--- src/rtl/debug_hexcmd_rx_if.sv ---
// Host-to-core hex debug channel: UART line in, committed debug registers out.
// The master modport is the host/stimulus side, the slave modport is the receiver.
interface debug_hexcmd_rx_if;
   logic         rxd_i;
   logic [127:0] vout_o;
   logic [4:0]   nbytes_o;
   logic         frame_ok_o;
   logic         frame_err_o;

   modport master (output rxd_i, input vout_o, nbytes_o, frame_ok_o, frame_err_o);
   modport slave  (input rxd_i, output vout_o, nbytes_o, frame_ok_o, frame_err_o);
endinterface

--- src/rtl/debug_hexcmd_rx.sv ---
// UART 8N1 receiver plus ASCII-hex line parser that atomically loads up to 16 debug bytes.
// Optional feature: define DEBUG_HEXCMD_ADDR_EN to allow an "@h" start-register prefix.
module debug_hexcmd_rx #(
   parameter int CLKS_PER_BIT = 243
) (
   input  logic              clk,
   input  logic              rst,
   debug_hexcmd_rx_if.slave  bus
);
`ifdef DEBUG_HEXCMD_ADDR_EN
   localparam bit ADDR_EN = 1'b1;
`else
   localparam bit ADDR_EN = 1'b0;
`endif
   localparam int CW = $clog2(CLKS_PER_BIT);

   typedef enum logic [1:0] {IDLE, START, DATA, STOP} uart_state_t;

   uart_state_t   state_q;
   logic [CW-1:0] cnt_q;
   logic [2:0]    bit_q;
   logic [7:0]    shift_q;
   logic          rx_meta_q, rx_sync_q, rx_prev_q;
   logic          byte_valid_q, stop_err_q;

   logic [7:0]    shadow_q [16];
   logic [5:0]    dcnt_q;
   logic [4:0]    idx_q, base_q, nbytes_q;
   logic          err_q, started_q, addr_pend_q;
   logic          ok_q, ferr_q;

   logic          is_hex, is_term, commit_now;
   logic [3:0]    nib;

   // Sync registers reset to idle-high so reset release never looks like a start edge.
   always_ff @(posedge clk or posedge rst) begin
      if (rst) begin
         rx_meta_q <= 1'b1;
         rx_sync_q <= 1'b1;
         rx_prev_q <= 1'b1;
      end else begin
         rx_meta_q <= bus.rxd_i;
         rx_sync_q <= rx_meta_q;
         rx_prev_q <= rx_sync_q;
      end
   end

   always_ff @(posedge clk or posedge rst) begin
      if (rst) begin
         state_q      <= IDLE;
         cnt_q        <= '0;
         bit_q        <= '0;
         shift_q      <= '0;
         byte_valid_q <= 1'b0;
         stop_err_q   <= 1'b0;
      end else begin
         byte_valid_q <= 1'b0;
         stop_err_q   <= 1'b0;
         case (state_q)
            IDLE: begin
               cnt_q <= '0;
               if (rx_prev_q && !rx_sync_q) state_q <= START;
            end
            START: begin
               cnt_q <= cnt_q + 1'b1;
               if (cnt_q == CW'(CLKS_PER_BIT / 2 - 1)) begin
                  cnt_q   <= '0;
                  bit_q   <= '0;
                  state_q <= rx_sync_q ? IDLE : DATA;
               end
            end
            DATA: begin
               cnt_q <= cnt_q + 1'b1;
               if (cnt_q == CW'(CLKS_PER_BIT - 1)) begin
                  cnt_q   <= '0;
                  shift_q <= {rx_sync_q, shift_q[7:1]};
                  bit_q   <= bit_q + 1'b1;
                  if (bit_q == 3'd7) state_q <= STOP;
               end
            end
            STOP: begin
               cnt_q <= cnt_q + 1'b1;
               if (cnt_q == CW'(CLKS_PER_BIT - 1)) begin
                  cnt_q        <= '0;
                  byte_valid_q <= rx_sync_q;
                  stop_err_q   <= !rx_sync_q;
                  state_q      <= IDLE;
               end
            end
            default: state_q <= IDLE;
         endcase
      end
   end

   always_comb begin
      is_hex = 1'b1;
      nib    = 4'h0;
      if (shift_q >= 8'h30 && shift_q <= 8'h39)
         nib = shift_q[3:0];
      else if ((shift_q >= 8'h41 && shift_q <= 8'h46) || (shift_q >= 8'h61 && shift_q <= 8'h66))
         nib = shift_q[3:0] + 4'd9;
      else
         is_hex = 1'b0;
      is_term    = (shift_q == 8'h0D) || (shift_q == 8'h0A);
      commit_now = byte_valid_q && is_term && (dcnt_q != 6'd0) && !dcnt_q[0]
                   && !err_q && !addr_pend_q;
   end

   always_ff @(posedge clk or posedge rst) begin
      if (rst) begin
         for (int i = 0; i < 16; i++) shadow_q[i] <= '0;
         dcnt_q      <= '0;
         idx_q       <= '0;
         base_q      <= '0;
         nbytes_q    <= '0;
         err_q       <= 1'b0;
         started_q   <= 1'b0;
         addr_pend_q <= 1'b0;
         ok_q        <= 1'b0;
         ferr_q      <= 1'b0;
      end else begin
         ok_q   <= 1'b0;
         ferr_q <= 1'b0;
         if (stop_err_q) err_q <= 1'b1;
         if (byte_valid_q) begin
            if (is_term) begin
               // A bare terminator (e.g. the LF of CRLF) is silently swallowed.
               if (commit_now) begin
                  ok_q     <= 1'b1;
                  nbytes_q <= idx_q - base_q;
               end else if (dcnt_q != 6'd0 || err_q || addr_pend_q) begin
                  ferr_q <= 1'b1;
               end
               dcnt_q      <= '0;
               idx_q       <= '0;
               base_q      <= '0;
               err_q       <= 1'b0;
               started_q   <= 1'b0;
               addr_pend_q <= 1'b0;
            end else begin
               started_q <= 1'b1;
               if (addr_pend_q) begin
                  addr_pend_q <= 1'b0;
                  if (is_hex) begin
                     base_q <= {1'b0, nib};
                     idx_q  <= {1'b0, nib};
                  end else begin
                     err_q <= 1'b1;
                  end
               end else if (is_hex) begin
                  if (idx_q[4]) begin
                     err_q <= 1'b1;
                  end else begin
                     shadow_q[idx_q[3:0]] <= {shadow_q[idx_q[3:0]][3:0], nib};
                     dcnt_q <= dcnt_q + 1'b1;
                     if (dcnt_q[0]) idx_q <= idx_q + 1'b1;
                  end
               end else if (shift_q == 8'h20) begin
                  if (dcnt_q[0]) err_q <= 1'b1;
               end else if (ADDR_EN && shift_q == 8'h40 && !started_q) begin
                  addr_pend_q <= 1'b1;
               end else begin
                  err_q <= 1'b1;
               end
            end
         end
      end
   end

   // Each register byte loads only inside the committed window [base, idx).
   for (genvar gi = 0; gi < 16; gi++) begin : g_vout
      logic [7:0] byte_q;
      always_ff @(posedge clk or posedge rst) begin
         if (rst)
            byte_q <= '0;
         else if (commit_now && (5'(gi) >= base_q) && (5'(gi) < idx_q))
            byte_q <= shadow_q[gi];
      end
      assign bus.vout_o[8*gi +: 8] = byte_q;
   end

   assign bus.nbytes_o    = nbytes_q;
   assign bus.frame_ok_o  = ok_q;
   assign bus.frame_err_o = ferr_q;
endmodule
--- src/flat_wrapper.sv ---
// flat-port wrapper written by rule: the top's interface ports become plain ports
module debug_hexcmd_rx_flat 
#(
   parameter int CLKS_PER_BIT = 243
)
  (clk, rst, bus_rxd_i, bus_vout_o, bus_nbytes_o, bus_frame_ok_o, bus_frame_err_o);
  debug_hexcmd_rx_if bus_i ();
  input  logic clk;
  input  logic rst;
  input wire logic [$bits(bus_i.rxd_i)-1:0] bus_rxd_i;
  output wire logic [$bits(bus_i.vout_o)-1:0] bus_vout_o;
  output wire logic [$bits(bus_i.nbytes_o)-1:0] bus_nbytes_o;
  output wire logic [$bits(bus_i.frame_ok_o)-1:0] bus_frame_ok_o;
  output wire logic [$bits(bus_i.frame_err_o)-1:0] bus_frame_err_o;
  assign bus_i.rxd_i = bus_rxd_i;
  assign bus_vout_o = bus_i.vout_o;
  assign bus_nbytes_o = bus_i.nbytes_o;
  assign bus_frame_ok_o = bus_i.frame_ok_o;
  assign bus_frame_err_o = bus_i.frame_err_o;
  debug_hexcmd_rx #(.CLKS_PER_BIT(CLKS_PER_BIT)) u_core (.clk(clk), .rst(rst), .bus(bus_i));
endmodule
--- config.mk ---
export PLATFORM = sky130hd
export DESIGN_NAME = debug_hexcmd_rx_flat
export DESIGN_NICKNAME = d
export VERILOG_FILES = /design/src/rtl/debug_hexcmd_rx_if.sv /design/src/rtl/debug_hexcmd_rx.sv /design/src/flat_wrapper.sv
export SDC_FILE = /design/constraint.sdc
export NUM_CORES = 1
export LEC_CHECK = 0
export BUFFER_PORTS_ARGS = -buffer_cell sky130_fd_sc_hd__buf_2
export CAP_MARGIN = 20
export CORE_MARGIN = 3
export CORE_UTILIZATION = 45
export CTS_BUF_LIST = sky130_fd_sc_hd__clkbuf_16
export DETAILED_ROUTE_END_ITERATION = 8
export MAX_ROUTING_LAYER = met4
export PLACE_DENSITY_LB_ADDON = 0.12
export SLEW_MARGIN = 20
export SYNTH_ARGS = -nofsm -noshare
export SYNTH_HDL_FRONTEND = slang
export SYNTH_SLANG_ARGS = --single-unit
--- constraint.sdc ---
create_clock -name clk -period 12.8 [get_ports clk]
set_clock_uncertainty 0.15 [all_clocks]
set_input_delay 1.28 -clock clk [delete_from_list [all_inputs] [get_ports clk]]
set_output_delay 1.28 -clock clk [all_outputs]
set_load 0.05 [all_outputs]
# After elaboration in Yosys (flattened, before gate mapping)

Index checks and enable logic that the tools add are counted.

Add/subtract/negate cells: 6
$lt $le $gt $ge: 40
Eq/ne operators: 15
Muxes and demuxes: 49
Bitwise logic cells: 3
Reduce and logical (&&, ||, !) cells: 62

Operators by type and width:

| kind                                                              | number |
|---|---|
| bitwise mux 128 bit                                               | 1 |
| logical AND 1 bit                                                 | 41 |
| greater-or-equal comparator 4 x 5 -> 1 bit, first input constant  | 8 |
| < comparator 4 x 5 -> 1 bit, first input constant                 | 8 |
| binary-select mux 8 bit (select 4 bit)                            | 1 |
| demux 8 bit (select 4 bit)                                        | 1 |
| two-way mux 5 bit                                                 | 5 |
| two-way mux 8 bit                                                 | 3 |
| case mux 8 bit (3 select lines)                                   | 1 |
| greater-or-equal comparator 3 x 5 -> 1 bit, first input constant  | 4 |
| < comparator 3 x 5 -> 1 bit, first input constant                 | 4 |
| two-way mux 1 bit                                                 | 20 |
| two-way mux 6 bit                                                 | 3 |
| == test 8 x 4 -> 1 bit, second input constant                     | 2 |
| greater-or-equal comparator 8 x 7 -> 1 bit, second input constant | 2 |
| <= comparator 8 x 7 -> 1 bit, second input constant               | 2 |
| two-way mux 4 bit                                                 | 4 |
| two-way mux 2 bit                                                 | 6 |
| AND reduction 3 bit                                               | 4 |
| greater-or-equal comparator 1 x 5 -> 1 bit, first input constant  | 2 |
| greater-or-equal comparator 2 x 5 -> 1 bit, first input constant  | 2 |
| < comparator 1 x 5 -> 1 bit, first input constant                 | 2 |
| < comparator 2 x 5 -> 1 bit, first input constant                 | 2 |
| inequality test 2 x 1 -> 1 bit, second input constant             | 5 |
| 31 further kinds                                                  | 42 |

Flip-flop bits (word level): 306
Input port bits: 3
Output and inout bits: 135
Word-level logic and storage cells: 224

# Longest topological paths before layout

Gate-level depths: netlist of run 1.

Depth after elaboration: 9
Depth in mapped cells: 10

# Least setup slack after synthesis of run 1

No wires, ideal clock.

Path kind: reg-to-reg
Start: register u_core.shift_q[0]
End: register u_core.shadow_q[100] (netlist bit)
Library setup time: 0.125 ns
Arrival: 2.200 ns
Required time: 12.525 ns
Setup slack: 10.325 ns
Stages on the path, launching flop included: 10
Clock period less this slack: 2.475 ns
Path through: dfrtp_1 > inv_1 > ha_1 > o21bai_1 > a21oi_2 > o21ba_1 > buf_6 > buf_12 > nor3_4 > mux2_4

Cells in the longest elaborated chain, start to end: 6
Elaborated cells between the ends (all ways): 17
Classes of those cells: 6 x order compare; 2 x eq/ne; 2 x mux; 1 x bitwise; 6 x reduce/logical

RTL lines:

| what                                                                                       | RTL line               | RTL |
|---|---|---|
| from (decl)                                                                                | debug_hexcmd_rx.sv:22  | `logic [7:0] shift_q;` |
| from (signal assigned)                                                                     | debug_hexcmd_rx.sv:76  | `shift_q <= {rx_sync_q, shift_q[7:1]};` |
| greater-or-equal comparator 8 x 7 -> 1 bit or <= comparator 8 x 7 -> 1 bit (tied branches) | debug_hexcmd_rx.sv:100 | `else if ((shift_q >= 8'h41 && shift_q <= 8'h46) \|\| (shift_q >= 8'h61 && shift_q <= 8'h66))` |
| logical AND 1 bit                                                                          | debug_hexcmd_rx.sv:100 |  |
| logical OR 1 bit                                                                           | debug_hexcmd_rx.sv:100 |  |
| two-way mux 1 bit                                                                          | debug_hexcmd_rx.sv:100 |  |
| two-way mux 1 bit                                                                          | debug_hexcmd_rx.sv:98  | `if (shift_q >= 8'h30 && shift_q <= 8'h39)` |
| AND reduction 4 bit (no source line) (*)                                                   | -                      |  |
| to (signal, indexed assignment)                                                            | debug_hexcmd_rx.sv:154 | `shadow_q[idx_q[3:0]] <= {shadow_q[idx_q[3:0]][3:0], nib};` |
| to (decl)                                                                                  | debug_hexcmd_rx.sv:26  | `logic [7:0] shadow_q [16];` |

Mark *: on every way between the ends. The rest lies on a longest branch, timed or not.
A chain may end at the register's enable or synchronous reset.

# Worst setup path after layout of run 1

Start: register u_core.idx_q[1]
End: register u_core.shadow_q[7] (netlist bit)

Cells in the longest elaborated chain, start to end: 6
Elaborated cells between the ends (all ways): 10
Classes of those cells: 2 x order compare; 6 x mux; 1 x bitwise; 1 x reduce/logical

RTL lines:

| what                                                                                                   | RTL line               | RTL |
|---|---|---|
| from (decl)                                                                                            | debug_hexcmd_rx.sv:28  | `logic [4:0] idx_q, base_q, nbytes_q;` |
| from (signal assigned)                                                                                 | debug_hexcmd_rx.sv:146 | `idx_q <= {1'b0, nib};` |
| from (signal assigned)                                                                                 | debug_hexcmd_rx.sv:156 | `if (dcnt_q[0]) idx_q <= idx_q + 1'b1;` |
| inverter 4 -> 5 bit (not written as such) (*)                                                          | debug_hexcmd_rx.sv:154 |  |
| greater-or-equal comparator 5 bit (not written as such) or < comparator 5 x 1 -> 1 bit (tied branches) | debug_hexcmd_rx.sv:154 |  |
| logical AND 1 bit (not written as such)                                                                | debug_hexcmd_rx.sv:154 |  |
| two-way mux 8 bit (not written as such)                                                                | debug_hexcmd_rx.sv:154 |  |
| demux 8 bit (select 4 bit)                                                                             | debug_hexcmd_rx.sv:154 |  |
| bitwise mux 128 bit (*)                                                                                | debug_hexcmd_rx.sv:154 |  |

Mark *: on every way between the ends. The rest lies on a longest branch, timed or not. The select of a mux whose other input is x is not followed.

==> results.json, run 1 <==
{
  "outcome": "finished, final reports clean",
  "p_sw_frac": 0.221,
  "synth_area_leaders": "dfrtp_1 57%, mux2_2 19%, mux2_4 3.7%",
  "yosysWarningCount": 0,
  "cts_resized": 0,
  "syn2layout_area_growth_pct": 16.0,
  "antenna_left": 0,
  "fin_crit_sh": 0.268,
  "fin_crit_ns": 3.42,
  "yosysMostFrequentCell": "dfrtp_1",
  "fmax_mhz": 292,
  "worst-setup-path-type": "reg2reg",
  "cp_slowest_stage_delay_ns": 0.72,
  "io_pins": 138,
  "path_cells": "buf_4 -> mux4_2 -> a22oi_1 -> nand2_1 -> mux2_2",
  "critPathBufInv": 1,
  "setup_viol": 0,
  "critPathLaunch": "u_core.idx_q[1]",
  "gr-usage-all-layers": 0.195,
  "start_kind": "flop",
  "cp_slowest_cell": "dfrtp_1",
  "cp_num_cells": 5,
  "vias": 7637,
  "tightest_slew_ns": 1.03,
  "clock_latency_ns": 0.51,
  "setup_ws_ns": 9.38,
  "regToRegEndpoint": "u_core.shadow_q[7]",
  "switching_power_mw": 0.433,
  "syn_area_mm2": 0.0131,
  "core-area_mm2": 0.0282,
  "cts_tree": "yes",
  "slew_headroom": 0.310,
  "ir_drop_uv": 77.7,
  "postCtsHoldBufs": 0,
  "die_area_mm2": 0.0312,
  "clock-sinks": 301,
  "seq_area_frac_synth": 0.575,
  "drc": 0,
  "cp-end-kind": "flop",
  "place_congestion": 0.800,
  "hold_viol_final": 0,
  "drive_gt1_frac": 0.484,
  "r2r_cells": 5,
  "antenna_cells": 0,
  "first_iter_violations": 443,
  "drv_slew": 0,
  "final_nets": 1049,
  "post-route-util": 0.538,
  "rr_startpoint": "u_core.idx_q[1]",
  "min-delay-start": "u_core.rx_meta_q",
  "r2r_setup_slack_ns": 9.38,
  "critPathMaxFanout": 16,
  "total_leakage_power_nw": 7.60,
  "pwr-share-comb": 0.038,
  "grt_pass1_wl_um": 46200,
  "drt-wirelength-per-cell_um": 20.4,
  "overflow": 0,
  "viasPerCell": 5.37,
  "hp-class": "reg2reg",
  "hpwl_um": 19300,
  "grt_pass1_vias": 7819,
  "path_clk_slew_ns": 0.06,
  "critPathTopFamily": "multiplexers",
  "fp.dieH_um": 177,
  "numCtsBuffers": 34,
  "synth_top_area_cell": "dfrtp_1",
  "syn_inst": 878,
  "wl_um": 29100,
  "start_util": 0.464,
  "pre_cts_slack_ns": 8.84,
  "first_pass_iters": 4,
  "power.total_mw": 1.96,
  "cp_data_arrival_time_ns": 3.66,
  "cts_root_buffer": "clkbuf_16",
  "p_int_mw": 1.52,
  "power_frac_seq": 0.495,
  "synth_common_cells": "298 x dfrtp_1, 218 x mux2_2, 36 x nand2_1",
  "cts_setup_buffers": 0,
  "rsz0062_at_grt": "false",
  "antenna_found_initial": 0,
  "die_w_um": 177,
  "syn_avg_cell_area_um2": 14.9,
  "power.density_mw_per_mm2": 129,
  "yosysTopAreaCellShare": 0.569,
  "grt_max_degree": 94,
  "synth_cell_types": 65,
  "clk_path_buf_depth": 3,
  "synth_seq_cells": 301,
  "tns_ns": 0,
  "ys.flop_type": "dfrtp_1",
  "ctsHtreeMaxLevel": 2,
  "synth-edff-count": 0,
  "syn_nets": 901,
  "required_ns": 13.03,
  "io_buffers": 137,
  "power_frac_clock": 0.468,
  "rows": 61,
  "maxCapViolCount": 0,
  "synthArstFlopShare": 1.00,
  "endpoint": "u_core.shadow_q[7]"
}
==> worst min-delay path by stage <==
stage               slack [ns]               end  cells after the start
global placement          0.20  u_core.rx_sync_q                      0
CTS                       0.21  u_core.rx_sync_q                      0
global route              0.21  u_core.rx_sync_q                      0
floorplan                 0.20  u_core.rx_sync_q                      0
detailed placement        0.20  u_core.rx_sync_q                      0
finish                    0.21  u_core.rx_sync_q                      0
==> cell families after synthesis <==
logic type,after synthesis,synth area share
compound gates,67,0.0419
xor+xnor,6,0.00401
fa+ha+maj,20,0.0191
buf+inv,55,0.0202
flops,301,0.575
mux,285,0.268
simple gates,144,0.0720
==> power groups by stage <==
stage               Sequential (mW)  Combinational (mW)  Clock [mW]
floorplan                     0.983              0.0592           0
global placement              0.984              0.0756           0
detailed placement            0.984              0.0761           0
CTS                           0.968              0.0759       0.942
global route                  0.968              0.0886       0.983
finish                        0.968              0.0737       0.915
==> metal layers <==
metal / vias to the layer above / wire length [um] / GRT usage
li1: 3477 / - / -
met3: 42 / 1460 / 0.0330
met2: 170 / 13100 / 0.288
met1: 3948 / 13900 / 0.283
met5: - / 0 / -
met4: 0 / 605 / 0.0514
==> sequential cells by signal (all words and copies together), names as in the netlist, named ones only <==
signal                  cells
u_core.shadow_q           128
u_core.rx_meta_q            1
u_core.byte_valid_q         1
u_core.state_q              1
u_core.bus.frame_ok_o       1
u_core.cnt_q                8
u_core.g_vout.byte_q      128
u_core.err_q                1
u_core.bus.frame_err_o      1
u_core.stop_err_q           1
u_core.idx_q                5
u_core.shift_q              8
u_core.rx_prev_q            1
u_core.bit_q                3
u_core.bus.nbytes_o         5
u_core.rx_sync_q            1
u_core.dcnt_q               6
==> metrics by stage <==
step                std cells  hold slack (ns)  cell area [um^2]
floorplan                 878            0.195             13100
global placement         1368            0.198             14200
detailed placement       1368            0.199             14200
CTS                      1423            0.207             15200
global route             1423            0.208             15200
finish                   1423            0.206             15200
==> layout by cell type, fill, tap and decap left out, types with 9 or more instances in the layout <==
| cell | count |
|---|---|
| mux2_2 | 218 |
| nand2_1 | 36 |
| ha_1 | 20 |
| o21ai_0 | 13 |
| nand3_1 | 22 |
| dfrtp_1 | 297 |
| buf_4 | 9 |
| inv_1 | 24 |
| buf_2 | 137 |
| clkbuf_16 | 34 |
| mux4_2 | 16 |
| mux2_4 | 32 |
| mux2_1 | 17 |
| nor3_4 | 15 |
| nor2_1 | 25 |
==> layout make-up <==
| class | instances | area, um^2 |
|---|---|---|
| clock inverters | 21 | 185 |
| inverters | 20 | 82.6 |
| multi-input cells | 522 | 5300 |
| fillers | 2413 | 13000 |
| clock buffers | 34 | 851 |
| repair buffers | 147 | 764 |
| well taps | 378 | 473 |
| flip-flops and latches | 301 | 7540 |
Note: power is estimated with default switching activity, not from simulation.
==> inputs of run 2 (changes only) <==
Settings changed: ABC_AREA from default to 1.
Clock period 12.8 ns to 3.5 ns, I/O delays scaled along.
==> run 2 against run 1 <==
Fmax up 18%. Register-to-register slack worse by 8.8 ns. Sequential share of layout area shrank 2.4 points. Die area increased by 4.8%. Wire length rose by 30%. Sequential cell count unchanged. Worst setup slack lost 8.8 ns. Final area increased by 5.0%. Synthesized cell count increased by 86%. Hold slack got worse by 0.00088 ns. Via count grew 49%. Largest power group unchanged.
==> results.json, run 2 <==
{
  "cpMostUsedCell": "nand2_1",
  "critPathMaxFanout": 19,
  "final_nets": 1804,
  "multi_input_area_mm2": 0.00537,
  "required_ns": 3.79,
  "vias": 11345,
  "cts_setup_buffers": 0,
  "synth_compound_area_frac": 0.0443,
  "cp_slowest_stage_delay_ns": 0.57,
  "clock_latency_ns": 0.51,
  "start_util": 0.460,
  "cts_resized": 0,
  "viasPerCell": 5.17,
  "synth-edff-count": 0,
  "fin_crit_sh": 0.827,
  "instances_no_fill": 2195,
  "first_iter_violations": 1022,
  "io_buffers": 137,
  "syn2layout_area_growth_pct": 16.0,
  "power.density_mw_per_mm2": 456,
  "syn_nets": 1655,
  "drive_gt1_frac": 0.151,
  "fp.dieH_um": 181,
  "synth_top_family_by_area": "simple AND/OR/NAND/NOR gates",
  "syn_avg_cell_area_um2": 8.43,
  "cts_root_buffer": "clkbuf_16",
  "critPathLaunch": "u_core.shift_q[0]",
  "maxCapViolCount": 0,
  "hold_viol_final": 0,
  "clock-sinks": 301,
  "yosysWarningCount": 0,
  "rr_startpoint": "u_core.shift_q[0]",
  "mostFrequentLayoutCell": "nand2_1",
  "yosysMostFrequentCell": "nand2_1",
  "syn_area_mm2": 0.0138,
  "antenna_cells": 0,
  "rsz0062_at_grt": "false",
  "die_area_mm2": 0.0327,
  "wl_um": 37800,
  "io_pins": 138,
  "clk_path_buf_depth": 3,
  "setup_viol": 0,
  "numCtsBuffers": 35,
  "path_clk_slew_ns": 0.06,
  "hp-class": "reg2reg",
  "synth_cell_types": 39,
  "total_leakage_power_nw": 8.90,
  "synth_seq_cells": 301,
  "yosysTopAreaCellShare": 0.542,
  "tightest_slew_ns": 0.939,
  "core-area_mm2": 0.0299,
  "fin_hold_ws_ns": 0.205,
  "ys.flop_type": "dfrtp_1",
  "ir_drop_uv": 405,
  "regArea_mm2": 0.00754,
  "synth_common_cells": "731 x nand2_1, 298 x dfrtp_1, 123 x inv_1",
  "gr-usage-all-layers": 0.237,
  "drv_slew": 0,
  "synth_area_leaders": "dfrtp_1 54%, nand2_1 20%, nand4_1 4.2%",
  "synth-xor-area-share": 0.00637,
  "synth_top_area_cell": "dfrtp_1",
  "seq_area_frac_synth": 0.548,
  "die_w_um": 181,
  "ctsHtreeMaxLevel": 2,
  "outcome": "finished, final reports clean",
  "synth_fa_ha_area_frac": 0.0182,
  "fin_crit_ns": 2.89,
  "antenna_left": 0,
  "rows": 63,
  "slew_headroom": 0.374,
  "first_pass_iters": 6,
  "worst-setup-path-type": "reg2reg",
  "grt_pass1_wl_um": 61500,
  "antenna_found_initial": 0,
  "drt-wirelength-per-cell_um": 17.2,
  "nFillCells": 2903,
  "cp_slowest_cell": "nor2_1",
  "dp.cells": 2132,
  "fmax_mhz": 346,
  "grt_max_degree": 125,
  "reg_top3": "u_core.g_vout.byte_q (128), u_core.shadow_q (128)",
  "cp-end-kind": "flop",
  "start_kind": "flop",
  "overflow": 0,
  "synthMuxAreaShare": 0,
  "hpwl_um": 25600,
  "path_cells": "inv_1 -> ha_1 -> nor2_1 -> o21ai_1 -> nand2_1 -> nand2_4 -> nand3_4 -> nor2_1 -> nand2_1 -> nand2_1",
  "grt_pass1_vias": 10978,
  "cp_data_arrival_time_ns": 3.18,
  "layout_common_cells": "731 x nand2_1, 298 x dfrtp_1, 137 x buf_2",
  "synthArstFlopShare": 1.00,
  "place_congestion": 0.935,
  "syn_inst": 1632,
  "drc": 0,
  "cts_tree": "yes",
  "min-delay-start": "u_core.rx_meta_q",
  "synthSimpleGateAreaFrac": 0.320
}
## run 2: changes by cell type in the layout (fill, tap and decap cells not counted), moves of 16 or more
cell	delta
o21ai_1	+30
inv_1	+105
mux4_2	-16
buf_4	+16
mux2_4	-32
nand2_1	+695
mux2_1	-17
nand3_1	+42
nand4_1	+89
nor2_1	+40
o21ai_0	+49
mux2_2	-218
## run 2: power breakdown
| group | internal (mW) | leakage, nW | total, mW | switching [mW] |
|---|---|---|---|---|
| logic | 0.0750 | 4.14 | 0.265 | 0.190 |
| registers | 3.51 | 4.19 | 3.54 | 0.0274 |
| clock network | 2.05 | 0.561 | 3.47 | 1.42 |
| total | 5.63 | 8.90 | 7.27 | 1.64 |
## run 2: worst paths after layout
path	endpoint	slack, ns	cells after the start
max	u_core.shadow_q[5]	0.61	10
min	u_core.rx_sync_q	0.20	0
max reg2reg	u_core.shadow_q[5]	0.61	10
min reg2reg	u_core.rx_sync_q	0.20	0
max in group asynchronous	u_core.g_vout[0].byte_q[3]	1.84	4
min in group asynchronous	u_core.g_vout[6].byte_q[6]	0.29	3
## run 2: critical path, delay by kind of cell (launching register included)
kind,cells,cell delay (ns)
and+or+nand+nor,7,1.69
adders and majority gates,1,0.20
buffers and inverters,1,0.18
AOI/OAI and AO/OA,1,0.16
DFF,1,0.43
## run 2: stage by stage
| stage | worst slack (ns) | cell area [um^2] | TNS, ns | util | total power [mW] |
|---|---|---|---|---|---|
| after floorplan | -0.999 | 13800 | -297.58 | - | 3.79 |
| after global placement | 0.715 | 14800 | 0 | 0.496 | 3.86 |
| after detailed placement | 0.661 | 14800 | 0 | 0.496 | 3.87 |
| after CTS | 0.634 | 15900 | 0 | 0.533 | 7.36 |
| after global routing | 0.279 | 16000 | 0 | 0.534 | 7.55 |
| final | 0.607 | 16000 | 0 | 0.534 | 7.27 |
## run 2: layer usage
layer	global-route usage	wire, um	vias up
met5	-	0	-
met4	0.0510	666	0
met3	0.0288	1910	60
met2	0.358	17100	320
met1	0.347	18100	5471
li1	-	-	5494
## run 2: kinds of logic (layout without fill, tap and decap cells)
kind of cell / count (synthesis) / in the layout
buffers and inverters: 192 / 365
XOR/XNOR: 10 / 10
AND/OR/NAND/NOR: 999 / 999
flip-flops: 301 / 301
AO/OA/AOI/OAI: 110 / 110
adder cells (fa/ha/maj): 20 / 20
## run 2: layout make-up
type | count | share of cell area
Clock buffer | 37 | 0.0580
Sequential cell | 301 | 0.472
Multi-Input combinational cell | 1139 | 0.337
Timing Repair Buffer | 167 | 0.0598
Inverter | 137 | 0.0325
Clock inverter | 24 | 0.00996
Tap cell | 390 | 0.0306
## run 2: timing repair
action	CTS	global route
hold endpoints to repair	19	0
setup endpoints to repair	0	0
hold buffers	2	0
